==> src/rtl/rs232c_pkg.sv <==
// Shared types and constants for the RS-232C (8N1) receiver.
// Build option: RS232C_RX_FRAME_ERR_EN (see rs232c_rx.sv).
package rs232c_pkg;

    typedef enum logic [2:0] {
        IDLE,
        START,
        DATA,
        STOP,
        WAIT_IDLE
    } state_t;

    localparam logic [15:0] RS232C_WTIME_SIM = 16'h0006;
    localparam int          RS232C_DATA_BITS = 8;

endpackage

==> src/rtl/rs232c_rx_sync2.sv <==
// Two-flop synchronizer for an idle-high asynchronous input.
// Both flops reset to 1 so a reset never looks like a start bit.
module sync2 (
    input  logic clk,
    input  logic xrst,
    input  logic d,
    output logic q
);

    logic meta_q;
    logic sync_q;

    always_ff @(posedge clk or negedge xrst) begin
        if (!xrst) begin
            meta_q <= 1'b1;
            sync_q <= 1'b1;
        end else begin
            meta_q <= d;
            sync_q <= meta_q;
        end
    end

    assign q = sync_q;

endmodule

==> src/rtl/rs232c_rx.sv <==
// RS-232C 8N1 receiver with a fixed bit time of WTIME clocks.
// Build option: RS232C_RX_FRAME_ERR_EN adds frame_err and drops bytes with a bad stop bit.
module rs232c_rx
    import rs232c_pkg::*;
#(
    parameter logic [15:0] WTIME = RS232C_WTIME_SIM
) (
    input  logic       clk,
    input  logic       xrst,
    input  logic       rx,
    output logic [7:0] data,
    output logic       changed
`ifdef RS232C_RX_FRAME_ERR_EN
    ,
    output logic       frame_err
`endif
);

    localparam logic [15:0] HALF = WTIME >> 1;
    localparam logic [2:0]  LAST_BIT = 3'(RS232C_DATA_BITS - 1);

    logic rxs;

    state_t state_q, state_d;
    logic [15:0] timer_q, timer_d;
    logic [2:0]  bit_idx_q, bit_idx_d;
    logic [RS232C_DATA_BITS-1:0] shift_q, shift_d;
    logic [RS232C_DATA_BITS-1:0] data_q, data_d;
    logic changed_q, changed_d;
    logic frame_err_q, frame_err_d;
    logic timer_zero;

    sync2 u_sync_rx (
        .clk  (clk),
        .xrst (xrst),
        .d    (rx),
        .q    (rxs)
    );

    assign timer_zero = (timer_q == 16'd0);

    always_ff @(posedge clk or negedge xrst) begin
        if (!xrst) begin
            state_q <= IDLE;
        end else begin
            state_q <= state_d;
        end
    end

    always_comb begin
        state_d = state_q;
        case (state_q)
            IDLE:      if (!rxs) state_d = START;
            START:     if (timer_zero) state_d = rxs ? IDLE : DATA;
            DATA:      if (timer_zero && bit_idx_q == LAST_BIT) state_d = STOP;
            STOP:      if (timer_zero) state_d = rxs ? IDLE : WAIT_IDLE;
            WAIT_IDLE: if (rxs) state_d = IDLE;
            default:   state_d = IDLE;
        endcase
    end

    // Datapath updates driven by the current state; all sampling is mid-bit on rxs.
    always_comb begin
        timer_d     = timer_q;
        bit_idx_d   = bit_idx_q;
        shift_d     = shift_q;
        data_d      = data_q;
        changed_d   = 1'b0;
        frame_err_d = 1'b0;
        case (state_q)
            IDLE: begin
                if (!rxs) timer_d = HALF - 16'd1;
            end
            START: begin
                if (!timer_zero) begin
                    timer_d = timer_q - 16'd1;
                end else if (!rxs) begin
                    timer_d   = WTIME - 16'd1;
                    bit_idx_d = 3'd0;
                end
            end
            DATA: begin
                if (!timer_zero) begin
                    timer_d = timer_q - 16'd1;
                end else begin
                    shift_d   = {rxs, shift_q[RS232C_DATA_BITS-1:1]};
                    timer_d   = WTIME - 16'd1;
                    bit_idx_d = bit_idx_q + 3'd1;
                end
            end
            STOP: begin
                if (!timer_zero) begin
                    timer_d = timer_q - 16'd1;
                end else if (rxs) begin
                    data_d    = shift_q;
                    changed_d = 1'b1;
                end else begin
`ifdef RS232C_RX_FRAME_ERR_EN
                    frame_err_d = 1'b1;
`else
                    data_d    = shift_q;
                    changed_d = 1'b1;
`endif
                end
            end
            default: begin
            end
        endcase
    end

    always_ff @(posedge clk or negedge xrst) begin
        if (!xrst) begin
            timer_q     <= 16'd0;
            bit_idx_q   <= 3'd0;
            shift_q     <= '0;
            data_q      <= '0;
            changed_q   <= 1'b0;
            frame_err_q <= 1'b0;
        end else begin
            timer_q     <= timer_d;
            bit_idx_q   <= bit_idx_d;
            shift_q     <= shift_d;
            data_q      <= data_d;
            changed_q   <= changed_d;
            frame_err_q <= frame_err_d;
        end
    end

    assign data    = data_q;
    assign changed = changed_q;
`ifdef RS232C_RX_FRAME_ERR_EN
    assign frame_err = frame_err_q;
`else
    logic unused_frame_err;
    assign unused_frame_err = frame_err_q;
`endif

endmodule

==> config.mk <==
export PLATFORM = sky130hd
export DESIGN_NAME = rs232c_rx
export DESIGN_NICKNAME = d
export VERILOG_FILES = /design/src/rtl/rs232c_pkg.sv /design/src/rtl/rs232c_rx_sync2.sv /design/src/rtl/rs232c_rx.sv
export SDC_FILE = /design/constraint.sdc
export NUM_CORES = 1
export LEC_CHECK = 0
export BUFFER_PORTS_ARGS = -buffer_cell sky130_fd_sc_hd__buf_2
export CAP_MARGIN = 10
export CORE_MARGIN = 3
export CORE_UTILIZATION = 40
export CTS_CLUSTER_SIZE = 16
export DETAILED_ROUTE_END_ITERATION = 10
export PLACE_DENSITY = 0.63
export SLEW_MARGIN = 20
export SYNTH_ARGS = -nofsm -noshare
export SYNTH_HDL_FRONTEND = slang
export SYNTH_SLANG_ARGS = --single-unit
==> constraint.sdc <==
create_clock -name clk -period 2.65 [get_ports clk]
set_input_delay 0.3975 -clock clk [delete_from_list [all_inputs] [get_ports clk]]
set_output_delay 0.3975 -clock clk [all_outputs]
set_load 0.01 [all_outputs]
* Yosys cells after proc, flatten, opt, wreduce, memory -nomap -nowiden *
Index checks and enable logic that the tools add are counted.

word-level totals
  register bits = 41
  bits of input ports = 3
  output and inout port bits = 9

operators by class
  add/sub/neg operators = 2
  equality and inequality tests = 14
  muxes and demuxes = 20
  reductions and logical operators = 10

operator list
  operator               number
  $mux 16                5
  $pmux 16 s4            1
  $mux 3                 9
  $logic_not 16->1       1
  $sub 16x1->16 const B  1
  $pmux 3 s5             1
  $ne 2x2->1 const B     7
  $reduce_and 4->1       2
  $eq 3x2->1 const B     2
  $eq 3x3->1 const B     2
  $pmux 3 s2             1
  $reduce_and 5->1       1
  $reduce_and 2->1       2
  $reduce_bool 4->1      1
  $add 3x1->3 const B    1
  $eq 3x1->1 const B     1
  $logic_not 3->1        1
  $ne 3x3->1 const B     1
  $mux 1                 2
  $mux 2                 1
  $ne 2x1->1 const B     1
  $reduce_bool 2->1      1
  $logic_and 1x1->1      1

* Depth between registers and ports, before layout *
  depth in word-level cells = 4
  gate-level depth with buffers = 9
  depth with buffers taken out = 7

* Modules after synthesis *
Synthesis repeated with hierarchy kept, for this count alone.

unflattened totals
  cell total of the unflattened synthesis = 196
  area, all modules = 2089.5 um^2

by module, submodules not included
  module     times used  cells each  area each (um^2)
  rs232c_rx  1           194         2037.0
  sync2      1           2           52.6

* Worst setup path before layout *
Ideal clock, no wire load.

  path type = flip-flop to flip-flop
  start = reg timer_q[0]
  end = reg shift_q[0]
  setup time = 0.125 ns
  arrival time = 2.501 ns
  data required time = 2.525 ns
  setup slack = 0.024 ns
  stages on the path, launching flop included = 8
  cell sequence = dfrtp_1 inv_1 ha_1 or3b_2 or4_1 buf_6 nor4_4 mux2_2

between the ends
  longest elaborated chain between the ends = 2

ends and longest elaborated chain
  what                        RTL line          RTL
  start, declared             rs232c_rx.sv:25   logic [15:0] timer_q, timer_d;
  start signal, assigned      rs232c_rx.sv:120  timer_q <= timer_d;
  $logic_not 16->1            rs232c_rx.sv:40   assign timer_zero = (timer_q == 16'd0);
  $reduce_and 2->1 (no line)  --
  end signal, assigned        rs232c_rx.sv:122  shift_q <= shift_d;
  end, declared               rs232c_rx.sv:27   logic [RS232C_DATA_BITS-1:0] shift_q, shift_d;

No other way between the ends.
A chain may end at the register's enable or synchronous reset.

* Worst setup path after layout *
  start = reg timer_q[0]
  end = reg data_q[4], in the netlist data[4]

between the ends
  longest elaborated chain between the ends = 2

ends and longest elaborated chain
  what                        RTL line          RTL
  $logic_not 16->1            rs232c_rx.sv:40
  $reduce_and 2->1 (no line)  --
  end signal, assigned        rs232c_rx.sv:123  data_q <= data_d;
  end, declared               rs232c_rx.sv:28   logic [RS232C_DATA_BITS-1:0] data_q, data_d;

No other way between the ends.

==> out/qor.csv <==
stage,metric,value,unit
floorplanning,rows,24,
pwr,power,2.04,mW
route,drt-total-wl,3870,um
placed_design,place_hpwl,2780,um
clock_tree,cts_buffer_depth,2,
route,antenna_left,0,
placed_design,gp_congestion,0.824,
job,cap_violations,0,
finish,fin_nets,204,
critical_path,endpoint,data[4],
synth,synth_area_leaders,"dfrtp_1 50%, mux2_2 9.1%, a21oi_1 3.0%",
finish,drive_above_1_share,0.322,
synth,postSynthCellCount,174,
synth,yosys.area.top_type,dfrtp_1,
route,drt_iter0_drc,84,
synth,synth-seq-cells,41,
synth,synth_flop_cell,dfrtp_1,
grt,grt_max_degree,42,
route,first_pass_iters,4,
outcome,outcome,"complete, no violations",
floorplanning,dieArea,0.00580,sq mm
clock_tree,root_buffer,clkbuf_8,
critical_path,critPathMaxFanout,9,
clock_tree,cts_setup_buffers,0,
synth,yosysWarnings,0,
clock_tree,htree_levels,2,
synth,seq_area_frac_synth,0.522,
route,route.vias.total,1453,
critical_path,reg2reg_slack,0.12,ns
synth,yosysTopAreaCellShare,0.496,
min_path,hold_path_class,in2reg,
floorplanning,die-height,76.2,um
route,via_per_inst,5.50,
critical_path,startpoint_type,flop,
clock_tree,path_clk_slew,0.08,ns
clock_tree,clock_sinks,41,
critical_path,worstSetupEndpointType,flop,
timing,setup_ws,0.123,ns
clock_tree,holdBufCountCts,0,
critical_path,rr_endpoint,data[4],
clock_tree,numCtsBuffers,5,
floorplanning,fp.coreArea,0.00456,sq mm
critical_path,reg2reg_depth,7,
synth,synth-async-reset-ratio,1.00,
pwr,vdd_drop_max,443,uV
timing,hold_viol,0,
critical_path,required,2.83,ns
grt,grt_overflow,0,
timing,final.min_clock_period,2.53,ns
critical_path,criticalPathCategory,reg2reg,
critical_path,arrival,2.70,ns
timing,skew,0.00210,ns
pwr,power.density,889,mW/mm^2
timing,max_slew_margin,0.416,
synth,syn-cell-area,0.00197,sq mm
route,wl_per_cell,14.7,um
timing,finalMaxSlewViolations,0,
timing,timing.fmax,396,MHz
route,drt_drc_violations_left,0,
finish,syn2layout_area_growth,16.8,%
critical_path,crit_path_start,timer_q[0],
timing,rsz0062_at_grt,false,
timing,period_share,0.954,
grt,grt_pass1_wl,6710,um
timing,tightest_slew,0.876,ns
placed_design,pre_cts_ws,-0.0349,ns
synth,synth-edff-count,0,
floorplanning,ioPinCount,12,
pwr,p_leak,1.03,nW
timing,hold_ws,0.198,ns
synth,ys_types,41,
clock_tree,tritoncts,done,
floorplanning,start_util,0.431,
placed_design,io_buffer_count,11,
timing,setup_viol,0,
critical_path,reg2reg_from,timer_q[0],
grt,grt_use_total,0.141,
clock_tree,insertion_delay,0.29,ns
finish,num_antenna_cells,0,
synth,syn_area_per_cell,11.3,sq um
grt,grt_pass1_vias,1466,
synth,syn-num-nets,180,
floorplanning,die_x,76.2,um
grt,antenna_found_initial,0,
## cells in the mapped netlist, types with 4 or more instances
library cell,number
nand2b_1,4
nand3_1,8
dfrtp_1,39
nand2_1,9
or4_1,6
or3_1,7
o31ai_1,4
nor2_1,11
clkbuf_1,5
o21ai_0,7
mux2_2,16
a21oi_1,12
## per-layer routing
metal	global-route usage	wire length, um	vias to the layer above
met5	0	0	-
met4	0.0725	48	0
met3	0.0449	155	6
met2	0.221	1860	29
met1	0.176	1810	725
li1	-	-	693
## cells in the final DEF, fill, tap and decap left out, types with 6 or more instances in the layout
master,n
nand2_1,9
or3_1,7
clkbuf_8,6
o21ai_0,7
dfrtp_1,39
buf_4,11
mux2_2,16
nand3_1,8
buf_2,11
nor2_1,11
a21oi_1,12
## state kept, by name, indices dropped and copies added, names as in the netlist
name and cells:
data 8, u_sync_rx.q 1, shift_q 8, state_q 3, timer_q 16, changed 1
u_sync_rx.meta_q 1, bit_idx_q 3
## worst min-delay path by stage
stage	from	endpoint	slack [ns]	depth (start not counted)
floorplan	xrst	bit_idx_q[0]	0.10	0
global placement	u_sync_rx.meta_q	u_sync_rx.q	0.35	0
detailed placement	u_sync_rx.meta_q	u_sync_rx.q	0.35	0
CTS	rx	u_sync_rx.meta_q	0.19	1
global route	rx	u_sync_rx.meta_q	0.18	1
finish	rx	u_sync_rx.meta_q	0.20	1
## critical path, stage by stage (launching register included)
cell and delay [ns]:
dfrtp_1 0.39, inv_1 0.08, ha_1 0.18, or3b_2 0.46
or4_4 0.49, nor4_4 0.28, buf_6 0.18, mux2_2 0.34
## stage by stage
step	std cells	setup TNS, ns	util	area [sq um]
after floorplan	174	0	-	1970
after global placement	256	0	0.474	2160
after detailed placement	256	-0.207	0.474	2160
after CTS	264	0	0.501	2290
after global routing	264	0	0.504	2300
final	264	0	0.504	2300
## where the power goes
part	switching, mW	internal, mW	total [mW]	leakage [nW]
Combinational	0.338	0.293	0.631	0.431
Clock	0.213	0.306	0.519	0.0574
Sequential	0.133	0.762	0.895	0.536
## logic make-up after synthesis
group                    Yosys count  synth area share
AND/OR/NAND/NOR                   62             0.195
multiplexers                      16            0.0915
XOR/XNOR                           4            0.0178
flip-flops                        41             0.522
adder cells (fa/ha/maj)            3            0.0191
buffers and inverters             10            0.0267
AO/OA/AOI/OAI                     38             0.128
## timing repair
action,4_1_cts,5_1_grt
cloned,0,0
pin swaps,0,2
gates resized for setup,1,4
setup endpoints to repair,13,19
## final cells by class
type	instances	area [sq um]
multi-input combinational	123	898
inverter	3	11.3
tap	65	81.3
clock buffer	6	82.6
timing repair buffer	24	160
fill	425	2260
sequential	41	1030
clock inverter	2	37.5
Power figures use the tool's default switching activity.
